==> src/rtl/psx_scanout.sv <==
// psx_scanout: raster-order VRAM fetch, BGR555->RGB888 expansion and FIFO-buffered hand-off to the video block
module psx_scanout #(
  parameter int H_ACTIVE   = 720,
  parameter int V_ACTIVE   = 480,
  parameter int STRIDE     = 1024,
  parameter int ADDR_W     = 20,
  parameter int FIFO_DEPTH = 8
) (
  input  logic              clk,
  input  logic              rst,
  input  logic              scan_en,
  input  logic [ADDR_W-1:0] fb_base,
  output logic              mem_req,
  output logic [ADDR_W-1:0] mem_addr,
  input  logic              mem_rvalid,
  input  logic [15:0]       mem_rdata,
  output logic [23:0]       data,
  output logic              en,
  input  logic              rdy,
  output logic              frame_done,
  output logic              underflow
);
  localparam int PW = $clog2(FIFO_DEPTH);
  localparam int OW = PW + 1;
  localparam int SW = OW + 1;
  localparam int XW = $clog2(H_ACTIVE + 1);
  localparam int YW = $clog2(V_ACTIVE + 1);
  localparam logic [XW-1:0] X_LAST = XW'(H_ACTIVE - 1);
  localparam logic [YW-1:0] Y_LAST = YW'(V_ACTIVE - 1);
  typedef enum logic [1:0] {IDLE, ACTIVE, DRAIN} state_t;
  state_t state;
  logic [ADDR_W-1:0] line_base, cur_addr;
  logic [XW-1:0] x;
  logic [YW-1:0] y;
  logic [OW-1:0] outstanding, fifo_count;
  logic [PW-1:0] wr_ptr, rd_ptr;
  logic [23:0] fifo_mem [FIFO_DEPTH];
  logic [23:0] rgb;
  logic push, pop, unused_msb;
  // Credits cover both buffered and in-flight pixels, so a return always has a free slot.
  assign mem_req = state == ACTIVE && ({1'b0, fifo_count} + {1'b0, outstanding}) < SW'(FIFO_DEPTH);
  assign mem_addr = cur_addr;
  assign push = mem_rvalid && outstanding != '0;
  assign pop = rdy && fifo_count != '0 && !en;
  assign rgb = {mem_rdata[4:0], mem_rdata[4:2], mem_rdata[9:5], mem_rdata[9:7],
                mem_rdata[14:10], mem_rdata[14:12]};
  assign unused_msb = mem_rdata[15];
  always_ff @(posedge clk)
    if (push) fifo_mem[wr_ptr] <= rgb;
  always_ff @(posedge clk) begin
    if (!rst) begin
      state       <= IDLE;
      x           <= '0;
      y           <= '0;
      line_base   <= '0;
      cur_addr    <= '0;
      outstanding <= '0;
      fifo_count  <= '0;
      wr_ptr      <= '0;
      rd_ptr      <= '0;
      en          <= 1'b0;
      data        <= '0;
      frame_done  <= 1'b0;
      underflow   <= 1'b0;
    end else begin
      frame_done  <= 1'b0;
      en          <= pop;
      outstanding <= outstanding + OW'(mem_req) - OW'(push);
      fifo_count  <= fifo_count + OW'(push) - OW'(pop);
      if (push) wr_ptr <= wr_ptr + PW'(1);
      if (pop) begin
        rd_ptr <= rd_ptr + PW'(1);
        data   <= fifo_mem[rd_ptr];
      end
      if (state == ACTIVE && rdy && fifo_count == '0) underflow <= 1'b1;
      case (state)
        IDLE:
          if (scan_en) begin
            line_base <= fb_base;
            cur_addr  <= fb_base;
            x         <= '0;
            y         <= '0;
            state     <= ACTIVE;
          end
        ACTIVE:
          if (mem_req) begin
            if (x == X_LAST) begin
              x         <= '0;
              y         <= y + YW'(1);
              line_base <= line_base + ADDR_W'(STRIDE);
              cur_addr  <= line_base + ADDR_W'(STRIDE);
              if (y == Y_LAST) state <= DRAIN;
            end else begin
              x        <= x + XW'(1);
              cur_addr <= cur_addr + ADDR_W'(1);
            end
          end
        DRAIN:
          // With nothing buffered or in flight, the pixel on en now is the frame's last.
          if (fifo_count == '0 && outstanding == '0 && en) begin
            frame_done <= 1'b1;
            state      <= IDLE;
          end
        default: state <= IDLE;
      endcase
    end
  end
endmodule

==> config.mk <==
export PLATFORM = sky130hd
export DESIGN_NAME = psx_scanout
export DESIGN_NICKNAME = d
export VERILOG_FILES = /design/src/rtl/psx_scanout.sv
export SDC_FILE = /design/constraint.sdc
export NUM_CORES = 1
export LEC_CHECK = 0
export BUFFER_PORTS_ARGS = -buffer_cell sky130_fd_sc_hd__buf_2
export CORE_AREA = 2 2 136 138
export CTS_CLUSTER_DIAMETER = 100
export DETAILED_ROUTE_END_ITERATION = 10
export DIE_AREA = 0 0 138 140
export PLACE_DENSITY = 0.76
export SLEW_MARGIN = 20
export SYNTH_ARGS = -nofsm -noshare
export SYNTH_HDL_FRONTEND = slang
export SYNTH_SLANG_ARGS = --single-unit
==> constraint.sdc <==
create_clock -name clk -period 2.9 [get_ports clk]
set_clock_uncertainty 0.15 [all_clocks]
set_input_delay 0.29 -clock clk [delete_from_list [all_inputs] [get_ports clk]]
set_output_delay 0.29 -clock clk [all_outputs]
set_load 0.05 [all_outputs]
==> run_results.csv <==
group,metric,value,unit
power_and_ir_drop,p_clk_share,27.7,%
worst_hold_path,hold_class,"in2reg",
global_routing,grt_pass1_vias,6671,
drt,drt_iter0_drc,451,
layout,multi_input_area,3630,um2
timing,maxSlewViolCount,0,
clock_network,cts_setup_buffers,0,
clock_network,cts_made_buffers,23,
setup_path,setup.worst_path.end_class,"register",
timing,finalCritPeriodShare,87.1,%
global_routing,antenna_found_initial,0,
drt,antenna_left,0,
clock_network,clock_latency,0.52,ns
timing,fin_setup_tns,0,ns
setup_path,worstPathArrival,2.76,ns
power_and_ir_drop,power_frac_seq,37.0,%
timing,min_period,2.53,ns
setup_path,crit_fanout,5,
power_and_ir_drop,intPower,6.96,mW
timing,finalSetupViolCount,0,
setup_path,critPathKind,"reg2reg",
clock_network,htreeDepth,1,
drt,dr.pass1.iters,5,
setup_path,slowest_stage,"fa_1",
setup_path,worstSetupStartpointType,"register",
synth,synth.yosys.seq_area_share,58.3,%
die,die_width,138,um
clock_network,path_clk_slew,0.06,ns
synth,yosys.area.top_type,"edfxtp_1",
layout,seqCellArea,5470,um2
die,dieArea,19300,um2
placed_design,port_buffers,87,
global_routing,grt_start_max_net_pins,35,
layout,drive_gt1_share,22.9,%
power_and_ir_drop,p_sw,4.13,mW
power_and_ir_drop,comb_power_share,35.2,%
die,initial_utilization,52.7,%
synth,synthCells,782,
power_and_ir_drop,powerDensity,983,nW/um2
global_routing,grt_pass1_wl,33700,um
synth,synth_edf_count,120,
clock_network,ctsResizeCount,0,
layout,syn_to_final_growth,20.4,%
drt,vias,6630,
synth,synth_top_area_share,38.5,%
clock_network,clock-sinks,213,
clock_network,clk_path_buf_depth,3,
setup_path,worstPathRequired,3.13,ns
layout,final_nets,966,
synth,ys.flop_type,"edfxtp_1",
power_and_ir_drop,finalPower,11.1,mW
synth,ys_warn_count,0,
synth,syn_area,9370,um2
timing,worst_pin_slew,1.08,ns
timing,max-slew-margin-rel,27.9,%
layout,antenna_cells,0,
die,core,17800,um2
die,pin_count,89,
clock_network,clock-root-buffer,"clkbuf_16",
die,die_y,140,um
placed_design,gp_congestion,0.835,
drt,routedWlPerCell,17.8,um
synth,async_flop_share,0,%
run_status,status,"finished clean",
timing,rsz0062_at_grt,"false",
synth,ys_ff_latch,213,
die,num_rows,49,
synth,ys_top_cells_by_area,"edfxtp_1 (38%), dfxtp_1 (20%), mux4_2 (7.2%)",
timing,final_hold_viol_count,0,
power_and_ir_drop,switching_share,37.2,%
synth,synth_fp_nets,844,
placed_design,placed_area,10200,um2
clock_network,cts_tree,"yes",
drt,via_per_inst,5.77,
synth,syn-mean-instance-area,12.0,um2
run,cap_viol_max_count,0,
power_and_ir_drop,p_leak,4.08,nW
global_routing,grt-ovfl-total,0,
setup_path,max_stage_delay,0.39,ns
drt,drc_errors,0,
placed_design,dp_hpwl,13000,um
layout,final_core_util,63.5,%
power_and_ir_drop,vdd_drop_max,0.000918,V
global_routing,grtUsageTotal,21.2,%
timing,max_freq,0.396,GHz
layout,fillCellCount,1361,
layout,stdcell_area,11300,um2
setup_path,path_cells,"inv_1 -> ha_1 -> nor3b_1 -> nand2b_1 -> inv_1 -> ha_1 -> inv_1 -> ha_1 -> fa_1 -> xnor2_1 -> nor2_1",
drt,drt-total-wl,20400,um
synth,ys_types,68,
[Yosys cell counts, types with 3 or more instances]
cell and n:
a211oi_1 21, a21oi_1 47, a22oi_1 3, a311oi_1 3
a31oi_1 8, and2_1 7, and3_1 9, buf_2 11
buf_4 10, clkbuf_1 28, dfxtp_1 93, edfxtp_1 120
ha_1 19, inv_1 16, mux2i_1 20, mux4_2 30
nand2_1 67, nand2b_1 5, nand3_1 21, nand4_1 10
nor2_1 83, nor3_1 16, nor3b_1 6, nor4_1 4
o211ai_1 4, o21ai_0 36, o22ai_1 3, or3_1 5
xnor2_1 17, xor2_1 12
[final cells by class]
type,count,share of cell area [%]
multi-input combinational,500,32.2
timing repair buffer,149,9.00
clock inverter,12,1.45
tap,229,2.54
sequential,213,48.4
clock buffer,30,5.78
inverter,17,0.588
[logic make-up (layout without fill, tap and decap cells)]
logic type | Yosys count | count (layout) | synth area share (%)
flip-flops | 213 | 213 | 58.3
buffers and inverters | 69 | 208 | 3.35
AO/OA/AOI/OAI | 147 | 147 | 9.93
AND/OR/NAND/NOR | 253 | 253 | 13.4
adder cells (fa/ha/maj) | 21 | 21 | 2.96
multiplexers | 50 | 50 | 9.35
XOR/XNOR | 29 | 29 | 2.71
[layout by cell type (no fill, tap or decap), drive strengths merged, types with 5 or more instances in the layout]
cell	count
edfxtp	120
buf	118
dfxtp	93
nor2	85
nand2	68
a21oi	48
o21ai	37
dlygate4sd3	31
mux4	30
clkbuf	30
nand3	21
a211oi	21
mux2i	20
ha	19
nor3	19
inv	18
xnor2	17
xor2	12
nand4	11
and3	9
a31oi	8
and2	7
nor3b	7
clkinv	6
or3	5
nand2b	5
o211ai	5
nor4	5
[sequential cells by signal (all words and copies together) (netlist names)]
signal and flops:
x 10, state 2, wr_ptr 3, data 15
line_base 20, y 9, rd_ptr 3, en 1
frame_done 1, underflow 1, fifo_count 4, fifo_mem 120
outstanding 4, mem_addr 20
[path summary, 6_finish.rpt]
| kind | slack (ns) | endpoint | from | cells past startpoint |
|---|---|---|---|---|
| worst min register to register | 0.31 | line_base[6]$_SDFFE_PN0P_ | line_base[6]$_SDFFE_PN0P_ | 2 |
| worst max register to register | 0.37 | outstanding[2]$_SDFF_PN0_ | outstanding[2]$_SDFF_PN0_ | 11 |
| worst max-delay path | 0.37 | outstanding[2]$_SDFF_PN0_ | outstanding[2]$_SDFF_PN0_ | 11 |
| worst min-delay path | 0.04 | line_base[17]$_SDFFE_PN0P_ | fb_base[17] | 5 |
[power by group through the flow]
stage	Clock, mW	Combinational [mW]	Sequential (mW)
after floorplan	0	2.38	4.67
after CTS	3.13	3.92	4.10
after detailed placement	0	3.87	4.16
final	3.07	3.91	4.11
after global routing	3.26	4.26	4.18
after global placement	0	3.80	4.14
[routing by layer]
layer  global-route usage, %  part of all wire (%)
met5                       0                     0
met2                    38.3                    50
met3                    3.59                   5.9
met4                    5.85                   2.3
met1                    26.6                    42
[worst max-delay path: cells and delay by family, from the launching register on]
| family | cells | cell delay, ns |
|---|---|---|
| flops | 1 | 0.32 |
| simple gates | 3 | 0.49 |
| buf+inv | 3 | 0.25 |
| xor+xnor | 1 | 0.16 |
| fa+ha+maj | 4 | 1.02 |
[through the flow]
stage	cells	hold slack [ns]	worst slack, ns
detailed placement	1077	0.298	0.382
finish	1150	0.0362	0.373
CTS	1150	0.0149	0.357
floorplan	782	0.239	0.0613
global route	1150	0.0717	0.146
global placement	1077	0.294	0.456
[repair_timing]
item	CTS	global route
setup endpoints to repair	0	0
hold buffers	31	0
endpoints found under the hold margin	143	0
Note: power is estimated with default switching activity, not from simulation.
